### config.mk
export PLATFORM = sky130hd
export DESIGN_NAME = clock_divider_bank_flat
export DESIGN_NICKNAME = d
export VERILOG_FILES = /design/src/rtl/clk_gen_pkg.sv /design/src/rtl/clock_divider_bank_if.sv /design/src/rtl/clk_div_chan.sv /design/src/rtl/clock_divider_bank.sv /design/src/flat_wrapper.sv
export SDC_FILE = /design/constraint.sdc
export NUM_CORES = 1
export LEC_CHECK = 0
export BUFFER_PORTS_ARGS = -buffer_cell sky130_fd_sc_hd__buf_2
export CAP_MARGIN = 20
export CELL_PAD_IN_SITES_DETAIL_PLACEMENT = 0
export CELL_PAD_IN_SITES_GLOBAL_PLACEMENT = 1
export CORE_MARGIN = 4
export CORE_UTILIZATION = 40
export DETAILED_ROUTE_END_ITERATION = 10
export HOLD_SLACK_MARGIN = 0.02
export PLACE_DENSITY_LB_ADDON = 0.1
export SKIP_LAST_GASP = 1
export SYNTH_ARGS = -nofsm -noshare
export SYNTH_HDL_FRONTEND = slang
export SYNTH_HIERARCHICAL = 1
export SYNTH_SLANG_ARGS = --single-unit
### constraint.sdc
create_clock -name usb_clk -period 9.7 [get_ports usb_clk]
set_input_delay 0.97 -clock usb_clk [delete_from_list [all_inputs] [get_ports usb_clk]]
set_output_delay 0.97 -clock usb_clk [all_outputs]
set_load 0.005 [all_outputs]
### src/rtl/clk_gen_pkg.sv
// Shared definitions for the clock divider bank: channel FSM encoding and default widths.
package clk_gen_pkg;

  typedef enum logic [1:0] {
    StIdle    = 2'd0,
    StRun     = 2'd1,
    StPending = 2'd2
  } chan_state_e;

  localparam int unsigned DefaultDivW = 16;

endpackage

### src/rtl/clock_divider_bank_if.sv
// Divisor configuration port: one request (channel, half-period) per valid/ready transfer.
interface clock_divider_bank_if
  import clk_gen_pkg::*;
#(
  parameter int unsigned CH_W  = 2,
  parameter int unsigned DIV_W = DefaultDivW
);

  logic             I_cfg_valid;
  logic [CH_W-1:0]  I_cfg_chan;
  logic [DIV_W-1:0] I_cfg_div;
  logic             O_cfg_ready;

  modport master (
    output I_cfg_valid,
    output I_cfg_chan,
    output I_cfg_div,
    input  O_cfg_ready
  );

  modport slave (
    input  I_cfg_valid,
    input  I_cfg_chan,
    input  I_cfg_div,
    output O_cfg_ready
  );

endinterface

### src/rtl/clk_div_chan.sv
// One divided-clock channel: 50% duty output, rise tick, shadowed divisor applied at rise points.
module clk_div_chan
  import clk_gen_pkg::*;
#(
  parameter int unsigned DIV_W = DefaultDivW
) (
  input  logic             usb_clk,
  input  logic             reset_n,
  input  logic             wr_i,
  input  logic [DIV_W-1:0] wr_div_i,
  input  logic             sync_i,
  output logic             clk_o,
  output logic             tick_o,
  output logic             running_o,
  output logic             pending_o
);

  chan_state_e      state_q, state_d;
  logic [DIV_W-1:0] cnt_q, cnt_d;
  logic [DIV_W-1:0] div_q, div_d;
  logic [DIV_W-1:0] shadow_q, shadow_d;
  logic             clk_q, clk_d;
  logic             tick_q, tick_d;

  logic             last;
  logic             rise_pt;
  logic             start;
  logic             stop;
  logic [DIV_W-1:0] start_div;
  logic [DIV_W-1:0] nxt_div;

  assign last    = (cnt_q == div_q - DIV_W'(1));
  assign rise_pt = !clk_q && last;

  always_ff @(posedge usb_clk or negedge reset_n) begin
    if (!reset_n) begin
      state_q <= StIdle;
    end else begin
      state_q <= state_d;
    end
  end

  always_comb begin
    state_d   = state_q;
    start     = 1'b0;
    stop      = 1'b0;
    start_div = div_q;
    nxt_div   = (state_q == StPending) ? shadow_q : div_q;
    unique case (state_q)
      StIdle: begin
        if (wr_i && (wr_div_i != '0)) begin
          state_d   = StRun;
          start     = 1'b1;
          start_div = wr_div_i;
        end
      end
      StRun, StPending: begin
        if (sync_i) begin
          // A write in the sync cycle takes effect as part of the restart.
          start_div = wr_i ? wr_div_i : nxt_div;
          if (start_div == '0) begin
            stop    = 1'b1;
            state_d = StIdle;
          end else begin
            start   = 1'b1;
            state_d = StRun;
          end
        end else if (rise_pt) begin
          start_div = nxt_div;
          if (nxt_div == '0) begin
            stop    = 1'b1;
            state_d = StIdle;
          end else begin
            start   = 1'b1;
            state_d = wr_i ? StPending : StRun;
          end
        end else if (wr_i) begin
          state_d = StPending;
        end
      end
      default: state_d = StIdle;
    endcase
  end

  always_comb begin
    cnt_d    = cnt_q;
    div_d    = div_q;
    clk_d    = clk_q;
    tick_d   = 1'b0;
    shadow_d = wr_i ? wr_div_i : shadow_q;
    if (start) begin
      cnt_d  = '0;
      div_d  = start_div;
      clk_d  = 1'b1;
      tick_d = 1'b1;
    end else if (stop) begin
      cnt_d = '0;
      div_d = '0;
      clk_d = 1'b0;
    end else if (state_q != StIdle) begin
      if (last) begin
        cnt_d = '0;
        clk_d = ~clk_q;
      end else begin
        cnt_d = cnt_q + DIV_W'(1);
      end
    end
  end

  always_ff @(posedge usb_clk or negedge reset_n) begin
    if (!reset_n) begin
      cnt_q    <= '0;
      div_q    <= '0;
      shadow_q <= '0;
      clk_q    <= 1'b0;
      tick_q   <= 1'b0;
    end else begin
      cnt_q    <= cnt_d;
      div_q    <= div_d;
      shadow_q <= shadow_d;
      clk_q    <= clk_d;
      tick_q   <= tick_d;
    end
  end

  always_comb begin
    clk_o     = clk_q;
    tick_o    = tick_q;
    running_o = (state_q != StIdle);
    pending_o = (state_q == StPending);
  end

endmodule

### src/rtl/clock_divider_bank.sv
// Bank of NUM_CH independently programmable clock dividers with a shared phase-align sync.
module clock_divider_bank
  import clk_gen_pkg::*;
#(
  parameter int unsigned NUM_CH = 4,
  parameter int unsigned DIV_W  = DefaultDivW,
  localparam int unsigned CH_W  = (NUM_CH > 1) ? $clog2(NUM_CH) : 1
) (
  input  logic                  usb_clk,
  input  logic                  reset_n,
  clock_divider_bank_if.slave   cfg,
  input  logic                  I_sync,
  output logic [NUM_CH-1:0]     O_clk,
  output logic [NUM_CH-1:0]     O_tick,
  output logic [NUM_CH-1:0]     O_running
);

  logic [CH_W-1:0]   chan_sel;
  logic              accept;
  logic              ready;
  logic [NUM_CH-1:0] wr;
  logic [NUM_CH-1:0] pending;

  assign chan_sel        = cfg.I_cfg_chan;
  assign ready           = ~|pending;
  assign accept          = cfg.I_cfg_valid && ready;
  assign cfg.O_cfg_ready = ready;

  // Out-of-range channel indices match no channel, so the request is silently dropped.
  for (genvar i = 0; i < int'(NUM_CH); i++) begin : g_chan
    assign wr[i] = accept && (int'(chan_sel) == i);

    clk_div_chan #(
      .DIV_W(DIV_W)
    ) u_chan (
      .usb_clk   (usb_clk),
      .reset_n   (reset_n),
      .wr_i      (wr[i]),
      .wr_div_i  (cfg.I_cfg_div),
      .sync_i    (I_sync),
      .clk_o     (O_clk[i]),
      .tick_o    (O_tick[i]),
      .running_o (O_running[i]),
      .pending_o (pending[i])
    );
  end

endmodule

### src/flat_wrapper.sv
// flat-port wrapper written by rule: the top's interface ports become plain ports
module clock_divider_bank_flat import clk_gen_pkg::*;
#(
  parameter int unsigned NUM_CH = 4,
  parameter int unsigned DIV_W  = DefaultDivW,
  localparam int unsigned CH_W  = (NUM_CH > 1) ? $clog2(NUM_CH) : 1
)
  (usb_clk, reset_n, I_sync, O_clk, O_tick, O_running, cfg_I_cfg_valid, cfg_I_cfg_chan, cfg_I_cfg_div, cfg_O_cfg_ready);
  clock_divider_bank_if #(.CH_W(2), .DIV_W(DIV_W)) cfg_i ();
  input  logic usb_clk;
  input  logic reset_n;
  input  logic I_sync;
  output logic [NUM_CH-1:0] O_clk;
  output logic [NUM_CH-1:0] O_tick;
  output logic [NUM_CH-1:0] O_running;
  input wire logic [$bits(cfg_i.I_cfg_valid)-1:0] cfg_I_cfg_valid;
  input wire logic [$bits(cfg_i.I_cfg_chan)-1:0] cfg_I_cfg_chan;
  input wire logic [$bits(cfg_i.I_cfg_div)-1:0] cfg_I_cfg_div;
  output wire logic [$bits(cfg_i.O_cfg_ready)-1:0] cfg_O_cfg_ready;
  assign cfg_i.I_cfg_valid = cfg_I_cfg_valid;
  assign cfg_i.I_cfg_chan = cfg_I_cfg_chan;
  assign cfg_i.I_cfg_div = cfg_I_cfg_div;
  assign cfg_O_cfg_ready = cfg_i.O_cfg_ready;
  clock_divider_bank #(.NUM_CH(NUM_CH), .DIV_W(DIV_W)) u_core (.usb_clk(usb_clk), .reset_n(reset_n), .cfg(cfg_i), .I_sync(I_sync), .O_clk(O_clk), .O_tick(O_tick), .O_running(O_running));
endmodule
==> results of run 1 <==
==> Yosys cell counts, drive strengths merged (5+ instances only) <==
cell,instances,area [µm²]
a211oi,34,255.2
a21o,6,45.04
a21oi,104,535.5
a31oi,16,130.1
and3,39,245.2
and4,5,43.79
buf,70,452.9
clkbuf,46,172.7
dfrtp,208,5205
ha,20,250.2
inv,48,180.2
mux2,104,1171
mux2i,76,760.7
nand2,128,485.5
nand2b,20,125.1
nand3,40,200.2
nand3b,8,60.06
nand4,18,112.6
nor2,157,609.3
nor2b,16,100.1
nor3,52,280.3
nor3b,18,135.1
nor4,47,381.6
o2111ai,8,82.58
o211a,6,60.06
o211ai,12,117.6
o21ai,98,505.5
o22ai,10,90.09
o31ai,68,638.1
o41ai,8,85.08
or3,22,147.6
or4,32,262.8
or4b,8,87.59
xnor2,38,332.8
xor2,26,227.7
==> state kept, by name (all words and copies together), names as in the netlist <==
register,flops
u_core/g_chan.u_chan/div_q,64
u_core/g_chan.u_chan/tick_o,4
u_core/g_chan.u_chan/clk_o,4
u_core/g_chan.u_chan/cnt_q,64
u_core/g_chan.u_chan/state_q,8
u_core/g_chan.u_chan/shadow_q,64
==> power by group <==
| part | internal (W) | total [W] | leakage, nW | switching [W] |
|---|---|---|---|---|
| registers | 0.00115 | 0.00163 | 2.71 | 0.000486 |
| logic | 0.00129 | 0.00320 | 3.44 | 0.00191 |
| clock network | 0.000606 | 0.00102 | 0.444 | 0.000414 |
| total | 0.00304 | 0.00585 | 6.59 | 0.00281 |
==> logic make-up after synthesis <==
| logic type | after synthesis | synth area share (%) |
|---|---|---|
| compound gates | 410 | 19.26 |
| fa+ha+maj | 20 | 1.648 |
| mux | 180 | 12.72 |
| simple gates | 638 | 23.11 |
| buf+inv | 164 | 5.305 |
| flops | 208 | 34.27 |
| xor+xnor | 64 | 3.691 |
==> worst paths after layout <==
path,end,slack [ps]
max,u_core/g_chan[1].u_chan/div_q[13]$_DFFE_PN0P_,5100
min,u_core/g_chan[2].u_chan/cnt_q[6]$_DFFE_PN0P_,370
max reg2reg,u_core/g_chan[1].u_chan/div_q[13]$_DFFE_PN0P_,5100
min reg2reg,u_core/g_chan[1].u_chan/state_q[0]$_DFFE_PN0P_,510
max in group asynchronous,u_core/g_chan[1].u_chan/cnt_q[5]$_DFFE_PN0P_,7890
min in group usb_clk,u_core/g_chan[1].u_chan/state_q[0]$_DFFE_PN0P_,510
==> cells in the final DEF, fill, tap and decap left out, types with 20 or more instances in the layout <==
master / instances
o31ai_1: 46
o31ai_2: 20
a21oi_1: 98
inv_1: 48
nand2b_1: 20
clkbuf_16: 29
xnor2_1: 38
o21ai_0: 58
a211oi_1: 34
nand3_1: 40
nor2_1: 153
o21ai_1: 36
nand2_1: 126
buf_2: 33
nor3_1: 48
mux2i_1: 76
and3_1: 38
nor4_1: 40
ha_1: 20
xor2_1: 26
dfrtp_1: 208
or4_1: 26
mux2_2: 104
==> routing by layer <==
metal | routed length [µm] | vias to the layer above | track usage [%]
li1 | - | 6188 | -
met1 | 21780 | 6358 | 31.11
met2 | 20000 | 242 | 33.19
met3 | 1517 | 62 | 2.715
met4 | 956 | 2 | 4.704
met5 | 7 | - | 0
==> area by class of cell <==
class / count / area [µm²]
Clock buffer: 44 / 862.1
Inverter: 48 / 180.2
Antenna cell: 1 / 2.502
Multi-Input combinational cell: 1312 / 9185
Sequential cell: 208 / 5205
Clock inverter: 7 / 47.55
Fill cell: 3775 / 21140
Timing Repair Buffer: 51 / 315.3
Tap cell: 511 / 639.4
==> critical path: cells and delay by family, from the launching register on <==
kind	cells	cell delay, ps
buf+inv	1	130
compound gates	4	1240
flops	1	480
simple gates	3	1900
fa+ha+maj	1	280
mux	1	430
==> stage by stage <==
stage | std cells | hold slack, ps | setup WS [ps] | util, %
finish | 2182 | 366.5 | 5104 | 43.74
global route | 2181 | 415.5 | 4864 | 43.74
CTS | 2179 | 380.2 | 5060 | 43.68
detailed placement | 2128 | 504.1 | 5086 | 41.25
global placement | 2128 | 494.4 | 5163 | 41.25
floorplan | 1684 | 477.2 | 6300 | -
==> flow_metrics.py, run 1 <==
metrics = {
    "timing": {
        "setup_total_negative_slack_ps": 0,
        "fin_crit_sh_pct": 47.38,
        "tightest_slew_ps": 1128,
        "relSlewSlack_pct": 24.82,
        "clock-skew-final_ps": 25.23,
        "setup_viol": 0,
        "grt_setup_unrepaired": "no",
        "fmax_mhz": 217.6,
        "final_hold_viol_count": 0,
        "fin_crit_ps": 4596,
        "report.final.slew_viol_count": 0,
    },
    "grt": {
        "grt_pass1_vias": 12310,
        "grt_overflow": 0,
        "pin_count_of_the_biggest_net_entering_global_routing": 72,
        "grt_pass1_wl_um": 71440,
        "antenna_found_initial": 1,
        "grtUsageTotal_pct": 21.08,
    },
    "layout": {
        "area.growth.synth_to_final_pct": 8.221,
        "nNetsFinal": 1691,
        "layout-drive-gt1-share_pct": 17.31,
        "design_area_mm2": 0.01644,
    },
    "power": {
        "cellLeakagePower_nw": 6.589,
        "p_per_area_mw_per_mm2": 355.9,
        "power.ir.vdd_worst_mv": 0.1670,
        "power.total_w": 0.005850,
    },
    "setup_path": {
        "reg2reg_start": "u_core/g_chan[1].u_chan/div_q[0]$_DFFE_PN0P_",
        "delay_of_the_slowest_cell_on_the_worst_path_ps": 930,
        "path_cells": "inv_1 -> ha_1 -> or3b_2 -> or4_4 -> o21ai_2 -> o2111ai_2 -> nor3_1 -> o22ai_1 -> a21oi_2 -> mux2_2",
        "startpoint_type": "register",
        "ff2ff_path_depth": 10,
        "critPathKind": "reg -> reg",
        "cp.arrival_ps": 5040,
        "path_max_fanout": 16,
        "timing.critical_path.required_ps": 10140,
        "end_kind": "register",
        "timing.critical_path.from": "u_core/g_chan[1].u_chan/div_q[0]$_DFFE_PN0P_",
        "worst_path_max_delay_cell": "nor3_1",
    },
    "routing": {
        "average_wire_per_cell_in_the_routed_design_um": 20.28,
        "route.detailed.drc": 0,
        "route.antenna.remaining_nets": 0,
        "1st_pass_router_iterations": 7,
        "vias_per_cell": 5.890,
        "wl_um": 44260,
        "drtIter0Drc": 951,
        "vias": 12850,
    },
    "yosys": {
        "postSynthCellCount": 1684,
        "post_synthesis_cell_area_mm2": 0.01519,
        "ys_ff_latch": 208,
        "yosysWarnings": 6,
        "synth-main-ff-cell": "dfrtp_1",
        "ys_async_sr_fraction_pct": 100.0,
        "synth_enable_flop_cells": 0,
        "postSynthAreaPerCell_um2": 9.019,
        "syn_nets": 1726,
        "seq_area_frac_synth_pct": 34.27,
        "netlist-cell-type-count": 86,
    },
    "placement": {
        "place_congestion": 0.8451,
        "post_dp_cell_area_mm2": 0.01550,
        "port_buffers": 34,
        "hpwl_detailed_um": 30260,
    },
    "floorplanning": {
        "coreArea_mm2": 0.03758,
        "die_area_mm2": 0.04115,
        "rows": 71,
        "dieWidth_um": 202.9,
        "fp.dieH_um": 202.9,
        "ios": 35,
        "initial_core_util_pct": 40.42,
    },
    "cts": {
        "cts_num_sinks": 208,
        "clkSlewWorstSetupHoldPaths_ps": 60,
        "post-cts-setup-buffers": 0,
        "cts_made_buffers": 28,
        "clock_tree.htree_level_count": 1,
        "cts-hold-fix-buffers": 0,
        "cts_buffer_depth": 3,
        "clk_latency_ps": 570,
        "ctsRootBufferMaster": "clkbuf_16",
        "tritoncts": "yes",
        "ctsResizeCount": 0,
    },
    "status": {
        "run_status": "completed",
    },
    "worst_hold_path": {
        "hold_path.class": "in -> async",
    },
    "job": {
        "maxCapViolCount": 0,
    },
}
(Power assumes the default switching activity.)
==> inputs of run 2 (changes only) <==
Clock period 9.7 ns to 4.25 ns, I/O delays scaled along.
==> flow_metrics.py, run 2 (synthesized netlist as in run 1, its figures left out) <==
metrics = {
    "floorplanning": {
        "initial_core_util_pct": 40.42,
        "rows": 71,
        "ios": 35,
        "dieWidth_um": 202.9,
        "fp.dieH_um": 202.9,
        "coreArea_mm2": 0.03758,
        "die_area_mm2": 0.04115,
    },
    "power": {
        "power.ir.vdd_worst_mv": 0.3585,
        "comb_power_share_pct": 54.4,
        "cellLeakagePower_nw": 6.782,
        "clockPowerShare_pct": 18.3,
        "sequential_share_of_power_pct": 27.3,
        "internal-power_w": 0.007202,
        "netSwitchingPower_w": 0.006405,
        "p_per_area_mw_per_mm2": 813.5,
        "power_switching_share_pct": 47.07,
    },
    "timing": {
        "relSlewSlack_pct": 33.80,
        "fin_crit_ps": 4004,
        "grt_setup_unrepaired": "no",
        "report.final.slew_viol_count": 0,
        "tightest_slew_ps": 993.0,
        "fmax_mhz": 249.7,
        "clock-skew-final_ps": 8.840,
        "setup_viol": 0,
        "setup_total_negative_slack_ps": 0,
        "final_hold_viol_count": 0,
        "holdWs_ps": 366.6,
        "fin_crit_sh_pct": 94.22,
    },
    "setup_path": {
        "timing.critical_path.required_ps": 4690,
        "end_kind": "register",
        "cp.arrival_ps": 4440,
        "path_common_cell": "or4_1",
        "ff2ff_path_depth": 11,
        "path_cells": "inv_1 -> ha_1 -> buf_4 -> or4_1 -> a2bb2oi_1 -> or4_1 -> nor2_1 -> a21o_1 -> a21oi_1 -> a21oi_2 -> mux2_2",
        "worst_path_max_delay_cell": "a21oi_2",
        "path_max_fanout": 29,
        "delay_of_the_slowest_cell_on_the_worst_path_ps": 730,
        "startpoint_type": "register",
        "critPathKind": "reg -> reg",
    },
    "routing": {
        "average_wire_per_cell_in_the_routed_design_um": 20.65,
        "drtIter0Drc": 796,
        "route.detailed.drc": 0,
        "vias": 13090,
        "route.antenna.remaining_nets": 0,
        "vias_per_cell": 5.926,
        "wl_um": 45620,
        "1st_pass_router_iterations": 7,
    },
    "layout": {
        "layout.cells.most_common_list": "dfrtp_1, nor2_1, nand2_1",
        "antenna_cells_inserted": 0,
        "nNetsFinal": 1719,
        "design_area_mm2": 0.01673,
        "footprint_of_the_multi_input_gates_mm2": 0.009193,
        "reg_top3": "u_core/g_chan.u_chan/cnt_q (64), u_core/g_chan.u_chan/div_q (64), u_core/g_chan.u_chan/shadow_q (64)",
        "post-route-util_pct": 44.51,
        "area.growth.synth_to_final_pct": 10.13,
        "regArea_mm2": 0.005205,
        "layout_commonest_cell": "dfrtp_1",
        "layout.filler_cells": 3713,
        "layout-drive-gt1-share_pct": 18.85,
    },
    "grt": {
        "pin_count_of_the_biggest_net_entering_global_routing": 83,
        "grt_overflow": 0,
        "grt_pass1_wl_um": 73920,
        "grt_pass1_vias": 12630,
        "antenna_found_initial": 0,
        "grtUsageTotal_pct": 21.77,
    },
    "cts": {
        "clk_latency_ps": 560,
        "cts_buffer_depth": 3,
        "ctsRootBufferMaster": "clkbuf_16",
        "clock_tree.htree_level_count": 1,
        "cts_num_sinks": 208,
        "cts_made_buffers": 28,
        "clkSlewWorstSetupHoldPaths_ps": 60,
        "tritoncts": "yes",
    },
    "worst_hold_path": {
        "hold_path_depth": 3,
        "hold_path.class": "in -> reg",
    },
    "job": {
        "maxCapViolCount": 0,
    },
    "placement": {
        "post_dp_cell_area_mm2": 0.01573,
        "hpwl_detailed_um": 31430,
        "port_buffers": 34,
        "place_congestion": 0.8228,
    },
    "status": {
        "run_status": "completed",
    },
}
## run 2: cell types whose count changed in the layout (fill, tap and decap cells not counted)
cell / delta
diode_2: -1
bufinv_16: +3
clkinv_4: -1
clkbuf_1: -4
a21oi_2: -1
dlygate4sd3_1: +1
buf_4: +28
inv_6: -1
buf_12: +1
buf_8: -1
clkinv_2: +5
a21oi_4: +1
clkbuf_4: -1
clkinvlp_4: -2
## run 2: worst max-delay path, delay by kind of cell (launching register included)
family / cells / cell delay [ps]
DFF: 1 / 360
muxes: 1 / 420
buffers and inverters: 2 / 360
and+or+nand+nor: 3 / 1370
adders and majority gates: 1 / 290
AOI/OAI and AO/OA: 4 / 1070
## run 2: metal layers
layer / GRT usage, % / up-vias / routed length, µm
met3: 2.987 / 52 / 2065
li1: - / 6248 / -
met2: 34.83 / 291 / 21060
met1: 31.60 / 6500 / 21750
met4: 4.777 / 0 / 745
met5: 0 / - / 0
## run 2: final cells by class
type	count	area share [%]
Clock inverter	11	0.7779
Timing Repair Buffer	79	3.186
Multi-Input combinational cell	1312	54.96
Tap cell	511	3.822
Clock buffer	40	5.064
Inverter	48	1.077
Sequential cell	208	31.12
## run 2: repair_timing
item	4_1_cts	5_1_grt
setup buffers	0	0
resized for setup	0	1
endpoints found under the setup margin	0	11
hold buffers	1	0
endpoints found under the hold margin	79	0
## run 2: power by group through the flow
stage	Sequential, W	Clock (W)	Combinational, W
floorplan	0.00311	0	0.00613
global placement	0.00374	0	0.00726
detailed placement	0.00375	0	0.00732
CTS	0.00372	0.00258	0.00736
global route	0.00384	0.00266	0.00820
finish	0.00372	0.00249	0.00740
## run 2: worst paths after layout
kind / from / endpoint / slack, ps
hold reg to reg: u_core/g_chan[1].u_chan/state_q[0]$_DFFE_PN0P_ / u_core/g_chan[1].u_chan/state_q[0]$_DFFE_PN0P_ / 520
max in group asynchronous: reset_n / u_core/g_chan[3].u_chan/cnt_q[12]$_DFFE_PN0P_ / 2800
min in group asynchronous: reset_n / u_core/g_chan[2].u_chan/cnt_q[1]$_DFFE_PN0P_ / 450
setup / recovery: u_core/g_chan[0].u_chan/state_q[0]$_DFFE_PN0P_ / u_core/g_chan[0].u_chan/div_q[12]$_DFFE_PN0P_ / 250
hold / removal: cfg_I_cfg_div[5] / u_core/g_chan[3].u_chan/div_q[5]$_DFFE_PN0P_ / 370
setup reg to reg: u_core/g_chan[0].u_chan/state_q[0]$_DFFE_PN0P_ / u_core/g_chan[0].u_chan/div_q[12]$_DFFE_PN0P_ / 250
## run 2: through the flow
step / total power (W) / setup slack [ps] / instances
3_5_place_dp: 0.01107 / 267.4 / 2157
6_report: 0.01361 / 245.6 / 2209
5_1_grt: 0.01470 / 74.94 / 2209
2_1_floorplan: 0.009235 / 850.0 / 1684
4_1_cts: 0.01366 / 231.9 / 2209
3_3_place_gp: 0.01100 / 276.1 / 2157
